**src/rtl/cpu_pkg.sv**
```systemverilog
// Shared definitions for the fetch stage: opcodes, NOP word, branch
// prediction mode codes and the fetch FSM state encoding.
package cpu_pkg;

  localparam logic [5:0]  OP_J     = 6'b000010;
  localparam logic [5:0]  OP_BEQ   = 6'b000100;
  localparam logic [31:0] NOP_WORD = 32'h0000_0000;

  localparam logic [1:0] BP_NOT_TAKEN = 2'b00;
  localparam logic [1:0] BP_TAKEN     = 2'b01;
  localparam logic [1:0] BP_DELAY     = 2'b10;

  typedef enum logic {
    ST_RUN   = 1'b0,
    ST_JPEND = 1'b1
  } fetch_state_t;

  // Mode 11 is reserved and behaves exactly like not-taken.
  function automatic logic [1:0] eff_mode(input logic [1:0] m);
    return (m == 2'b11) ? BP_NOT_TAKEN : m;
  endfunction

endpackage

```
**src/rtl/fetch_imem.sv**
```systemverilog
// Instruction memory: IM_DEPTH x 32-bit words, combinational read.
// The array is named memory so benches can preload it hierarchically.
module fetch_imem #(
  parameter int IM_DEPTH = 64,
  parameter int AW       = $clog2(IM_DEPTH)
) (
  input  logic [AW-1:0] addr,
  output logic [31:0]   rdata
);

  logic [31:0] memory [IM_DEPTH];

  assign rdata = memory[addr];

endmodule

```
**src/rtl/fetch_stage_bp.sv**
```systemverilog
// Instruction-fetch stage: PC register, instruction memory read, IF/ID
// register, J/BEQ predecode, EX redirect mux and delay-slot jump FSM.
// Optional build macro FETCH_PERF_EN adds saturating performance counters
// perf_fetch, perf_redir and perf_stall.
module fetch_stage_bp
  import cpu_pkg::*;
#(
  parameter int          IM_DEPTH = 64,
  parameter logic [31:0] RESET_PC = 32'h0000_0000
) (
  input  logic        clk,
  input  logic        rst,
  input  logic [1:0]  bp_mode,
  input  logic        stall,
  input  logic        ex_br_valid,
  input  logic        ex_br_taken,
  input  logic [31:0] ex_br_target,
  input  logic [31:0] ex_br_pc4,
  output logic [31:0] pc,
  output logic [31:0] if_ir,
  output logic [31:0] if_pc4,
`ifdef FETCH_PERF_EN
  output logic [31:0] perf_fetch,
  output logic [31:0] perf_redir,
  output logic [31:0] perf_stall,
`endif
  output logic        id_flush
);

  localparam int AW = $clog2(IM_DEPTH);

  fetch_state_t state, state_nxt;
  logic [31:0] jtgt, jtgt_nxt;
  logic [31:0] pc_nxt, ir_nxt, ifpc4_nxt;

  logic [31:0]        fetch_word;
  logic [31:0]        pc4;
  logic [1:0]         mode;
  logic               is_j, is_beq;
  logic [31:0]        j_tgt;
  logic signed [15:0] br_imm;
  logic signed [31:0] br_off;
  logic [31:0]        beq_tgt;
  logic               ex_redir;
  logic [31:0]        redir_addr;

  fetch_imem #(.IM_DEPTH(IM_DEPTH), .AW(AW)) u_imem (
    .addr  (pc[AW+1:2]),
    .rdata (fetch_word)
  );

  assign mode    = eff_mode(bp_mode);
  assign pc4     = pc + 32'd4;
  assign is_j    = (fetch_word[31:26] == OP_J);
  assign is_beq  = (fetch_word[31:26] == OP_BEQ);
  assign j_tgt   = {pc4[31:28], fetch_word[25:0], 2'b00};
  assign br_imm  = fetch_word[15:0];
  assign br_off  = 32'(br_imm) <<< 2;
  assign beq_tgt = pc4 + $unsigned(br_off);

  // Redirect from EX: a mispredicted (or, in delay mode, taken) branch.
  always_comb begin
    ex_redir   = 1'b0;
    redir_addr = ex_br_target;
    case (mode)
      BP_TAKEN: begin
        ex_redir   = ex_br_valid & ~ex_br_taken;
        redir_addr = ex_br_pc4;
      end
      default: ex_redir = ex_br_valid & ex_br_taken;
    endcase
  end

  assign id_flush = ex_redir & (bp_mode != BP_DELAY);

  // Next-state / next-PC selection: redirect > stall > predecode > PC+4.
  always_comb begin
    state_nxt = state;
    jtgt_nxt  = jtgt;
    pc_nxt    = pc;
    ir_nxt    = if_ir;
    ifpc4_nxt = if_pc4;
    if (ex_redir) begin
      pc_nxt    = redir_addr;
      ir_nxt    = NOP_WORD;
      ifpc4_nxt = pc4;
      state_nxt = ST_RUN;
    end else if (!stall) begin
      ir_nxt    = fetch_word;
      ifpc4_nxt = pc4;
      case (state)
        ST_RUN: begin
          if (is_j && mode != BP_DELAY) begin
            pc_nxt = j_tgt;
          end else if (is_j) begin
            pc_nxt    = pc4;
            jtgt_nxt  = j_tgt;
            state_nxt = ST_JPEND;
          end else if (is_beq && mode == BP_TAKEN) begin
            pc_nxt = beq_tgt;
          end else begin
            pc_nxt = pc4;
          end
        end
        ST_JPEND: begin
          pc_nxt    = jtgt;
          state_nxt = ST_RUN;
        end
        default: begin
          pc_nxt    = pc4;
          state_nxt = ST_RUN;
        end
      endcase
    end
  end

  // PC, IF/ID register and FSM state update.
  always_ff @(posedge clk or negedge rst) begin
    if (!rst) begin
      pc     <= RESET_PC;
      if_ir  <= NOP_WORD;
      if_pc4 <= 32'h0;
      state  <= ST_RUN;
      jtgt   <= 32'h0;
    end else begin
      pc     <= pc_nxt;
      if_ir  <= ir_nxt;
      if_pc4 <= ifpc4_nxt;
      state  <= state_nxt;
      jtgt   <= jtgt_nxt;
    end
  end

`ifdef FETCH_PERF_EN
  function automatic logic [31:0] sat_inc(input logic [31:0] v);
    return (&v) ? v : v + 32'd1;
  endfunction

  // Saturating event counters: fetching, redirected and stalled edges.
  always_ff @(posedge clk or negedge rst) begin
    if (!rst) begin
      perf_fetch <= 32'h0;
      perf_redir <= 32'h0;
      perf_stall <= 32'h0;
    end else begin
      if (ex_redir)       perf_redir <= sat_inc(perf_redir);
      if (stall && !ex_redir) perf_stall <= sat_inc(perf_stall);
      else                perf_fetch <= sat_inc(perf_fetch);
    end
  end
`endif

endmodule

```
**config.mk**
```make
export PLATFORM = sky130hd
export DESIGN_NAME = fetch_stage_bp
export DESIGN_NICKNAME = d
export VERILOG_FILES = /design/src/rtl/cpu_pkg.sv /design/src/rtl/fetch_imem.sv /design/src/rtl/fetch_stage_bp.sv
export SDC_FILE = /design/constraint.sdc
export NUM_CORES = 1
export LEC_CHECK = 0
export ABC_AREA = 1
export BUFFER_PORTS_ARGS = -buffer_cell sky130_fd_sc_hd__buf_2
export CORE_MARGIN = 2
export CORE_UTILIZATION = 40
export CTS_BUF_LIST = sky130_fd_sc_hd__clkbuf_2
export DETAILED_ROUTE_END_ITERATION = 8
export PLACE_DENSITY = 0.8
export REMOVE_ABC_BUFFERS = 1
export SLEW_MARGIN = 20
export SYNTH_ARGS = -nofsm -noshare
export SYNTH_HDL_FRONTEND = slang
export SYNTH_SLANG_ARGS = --single-unit
export TNS_END_PERCENT = 1
```
**constraint.sdc**
```tcl
create_clock -name clk -period 1.3 [get_ports clk]
set_input_delay 0.26 -clock clk [delete_from_list [all_inputs] [get_ports clk]]
set_output_delay 0.26 -clock clk [all_outputs]
set_load 0.005 [all_outputs]
```
==> run metrics <==
outcome finished with violations; violations in the final reports setup timing; non-filler instance count after layout 967; DRC violations left 0; Worst path max stage delay 0.41 ns; WL per Instance 12.3 microns; Fin Clk Skew 0.0172 ns; worst-case setup slack after placement -0.186 ns; cell depth of the worst hold path 3; Die ar. 11300 sq um; initial antenna violation count 0; final worst path period need 1.53 ns; synthesis warning total 0; Mapped Cells 639; post-synthesis instance area 4180 sq um; number of register bits inferred by synthesis 64; number of buffers and inverters on the critical path 1; worst hold margin 0.0258 ns; overall die height 106 microns; area growth from synthesis to layout 39.7%; Worst EP required 1.74 ns; leakage power of the design 3.31 nW; largest net degree at the start of global routing 32; total core area 10200 sq um; Routed Antenna Nets 0; dpl hpwl 8730 microns; number of antenna repair diodes 0; # clock sinks 64; share of synthesized cell area in full adder, half adder and majority cells 0.299%; sequential share of the synthesized area 38.3%; final wirelength 11900 microns; summed area of non-filler cells in the final layout 5840 sq um; CTS tree built; nets@finish 898; final hold vios 0; Port Buf Inserts 135; cell family contributing the most delay on the critical path simple AND/OR/NAND/NOR gates; gr ovfl total 0; total setup buffers inserted after CTS 0; worst supply voltage drop on vdd 0.471 mV; GRT Util Overall 22.3%; f_max 653 MHz; Area after DPL 5300 sq um; xor and xnor fraction of the mapped netlist area 3.14%; unique cell type count in the Yosys netlist 27; DR pass1 iterations 5; Final Max Slew Viols 0; critical path peak fanout 5; Arrival @ worst endpoint 1.97 ns; Clock H-tree levels 3; IO Pins 168; crit share post-route 118%; Max stage delay cell, worst path sky130_fd_sc_hd__dfrtp_1; drt via density 4.47; DRC marker count from the first detailed-route iteration 178; Rows 37; CTS Buf Count 9; post-placement cell count 944; power density over the cells 1090 nW/um^2; crit path launch type flop; final setup slack of the worst path -0.231 ns; Hold/Removal Path Class in2reg; launching point of the worst reg2reg path pc[2]; end point of the most critical hold path pc[3]; buffer cell driving the clock tree root sky130_fd_sc_hd__clkbuf_2; vias after detailed routing 4325; Worst R2R End pc[10]; source-to-sink clock delay at the later pin of the worst-skew pair 0.49 ns; max capacitance violation total 0; worst setup path category reg2reg; setup repair after global routing missed its margin yes; starting utilization of the core area 40.8%; first-pass GRT wire length 20200 microns; HP Start ex_br_target[3]; compound-cell area share of the yosys netlist 2.99%; final weighted congestion of routability-driven global placement 0.873; combinational family with the most area after synthesis simple AND/OR/NAND/NOR gates; layout cell share with drive strength beyond 1 31.2%; # setup viols final 89; die width 106 microns; syn_area_per_cell 6.54 sq um; critical path, cell by cell ha_2 -> nand2_2 -> nor2_4 -> nand2_4 -> buf_4 -> xnor2_1 -> nand2_1 -> nand3_1; clock edge transition at the registers on the reported setup and hold paths 0.18 ns; cell count of the worst reg-to-reg path 8; simple-gate area share of the yosys netlist 42.2%; reg-to-reg slack, setup -0.23 ns; via count of the first global-routing pass 4366; CP Capture Type flop; clk buf depth 2; post-synthesis mux area share 0%
-- cells in the mapped netlist, drive strengths merged --
cell type | number | area, sq um
clkbuf | 8 | 30.0
o21ai | 8 | 40.0
o211ai | 7 | 52.6
inv | 48 | 180
nand3b | 5 | 37.5
o31ai | 1 | 7.51
or2 | 6 | 37.5
buf | 47 | 330
nand3 | 22 | 115
and2 | 1 | 6.26
xnor2 | 3 | 26.3
ha | 1 | 12.5
xor2 | 12 | 105
nor2 | 45 | 221
conb | 1 | 3.75
a21oi | 1 | 5.00
dfrtp | 64 | 1600
a31oi | 2 | 12.5
nand2 | 356 | 1350
o21a | 1 | 7.51
-- cells in the final DEF (no fill, tap or decap), types with 2 or more instances in the layout --
| master | netlist | layout |
|---|---|---|
| sky130_fd_sc_hd__inv_2 | 2 | 2 |
| sky130_fd_sc_hd__inv_1 | 46 | 46 |
| sky130_fd_sc_hd__nand3_2 | 1 | 3 |
| sky130_fd_sc_hd__nand2_1 | 352 | 343 |
| sky130_fd_sc_hd__xor2_1 | 12 | 9 |
| sky130_fd_sc_hd__dfrtp_1 | 64 | 63 |
| sky130_fd_sc_hd__nand2_2 | 4 | 11 |
| sky130_fd_sc_hd__buf_4 | 38 | 26 |
| sky130_fd_sc_hd__clkbuf_2 | 0 | 11 |
| sky130_fd_sc_hd__a31oi_1 | 2 | 2 |
| sky130_fd_sc_hd__conb_1 | 1 | 32 |
| sky130_fd_sc_hd__o211ai_1 | 7 | 7 |
| sky130_fd_sc_hd__buf_12 | 0 | 7 |
| sky130_fd_sc_hd__nor2_4 | 5 | 11 |
| sky130_fd_sc_hd__or2_2 | 6 | 6 |
| sky130_fd_sc_hd__nor2_2 | 6 | 9 |
| sky130_fd_sc_hd__nand3b_1 | 5 | 5 |
| sky130_fd_sc_hd__clkinv_2 | 0 | 4 |
| sky130_fd_sc_hd__xnor2_4 | 0 | 2 |
| sky130_fd_sc_hd__nand3_1 | 21 | 19 |
| sky130_fd_sc_hd__buf_6 | 0 | 46 |
| sky130_fd_sc_hd__nor2_1 | 34 | 25 |
| sky130_fd_sc_hd__o21ai_1 | 6 | 6 |
| sky130_fd_sc_hd__buf_2 | 9 | 114 |
| sky130_fd_sc_hd__dlygate4sd3_1 | 0 | 7 |
| sky130_fd_sc_hd__o21ai_0 | 2 | 2 |
| sky130_fd_sc_hd__xor2_2 | 0 | 3 |
| sky130_fd_sc_hd__nand2_4 | 0 | 2 |
-- routing by layer --
layer / wire [microns] / track usage [%] / share of wire, %
met1: 5270 / 28.9 / 44
met2: 5750 / 37.5 / 48
met3: 674 / 4.66 / 5.7
met4: 188 / 6.86 / 1.6
met5: 0 / 0 / 0
-- cell families after synthesis --
family,Yosys count
compound gates,20
xor+xnor,15
fa+ha+maj,1
buf+inv,103
flops,64
other cells,1
simple gates,435
-- report_power, final --
group | switching, mW | internal (mW) | total (mW)
clock | 0.719 | 0.250 | 0.968
combinational | 1.28 | 1.37 | 2.65
sequential | 0.326 | 2.39 | 2.72
total | 2.33 | 4.01 | 6.34
-- worst max path at each step --
stage / from / endpoint / slack (ns) / depth (start not counted)
final: pc[2] / pc[10] / -0.23 / 8
after detailed placement: pc[2] / if_pc4[24] / -0.19 / 8
after global placement: pc[2] / if_pc4[22] / -0.13 / 10
after CTS: pc[2] / pc[2] / -0.26 / 3
after floorplan: bp_mode[0] / pc[11] / -0.77 / 10
after global routing: pc[2] / pc[20] / -0.37 / 10
-- what timing repair did --
action | CTS | global route
resized for setup | 64 | 19
endpoints found under the hold margin | 67 | 1
pin swaps | 16 | 5
endpoints found under the setup margin | 114 | 119
hold buffers | 6 | 1
-- worst register-to-register path, stage by stage (launching register included) --
cell and delay, ns:
sky130_fd_sc_hd__dfrtp_1 0.41, sky130_fd_sc_hd__ha_2 0.21, sky130_fd_sc_hd__nand2_2 0.07, sky130_fd_sc_hd__nor2_4 0.12, sky130_fd_sc_hd__nand2_4 0.12, sky130_fd_sc_hd__buf_4 0.17
sky130_fd_sc_hd__xnor2_1 0.20, sky130_fd_sc_hd__nand2_1 0.09, sky130_fd_sc_hd__nand3_1 0.09
-- area by class of cell --
cell class | instances | area (sq um)
tap | 136 | 170
sequential | 64 | 1600
inverter | 48 | 180
fill | 1003 | 4390
timing repair buffer | 200 | 1490
multi-input combinational | 503 | 2310
clock buffer | 11 | 55.1
clock inverter | 5 | 23.8
-- state kept, by name (all words and copies together), names as in the netlist --
signal	flops
if_pc4	32
pc	32
-- stage by stage --
step | power (mW) | utilization [%] | setup TNS (ns)
global route | 6.83 | 57.1 | -21.29
CTS | 6.31 | 56.1 | -11.20
detailed placement | 4.98 | 51.8 | -6.17
global placement | 4.94 | 51.8 | -3.87
floorplan | 3.68 | - | -41.18
finish | 6.34 | 57.1 | -10.06
Note: power is estimated with default switching activity, not from simulation.
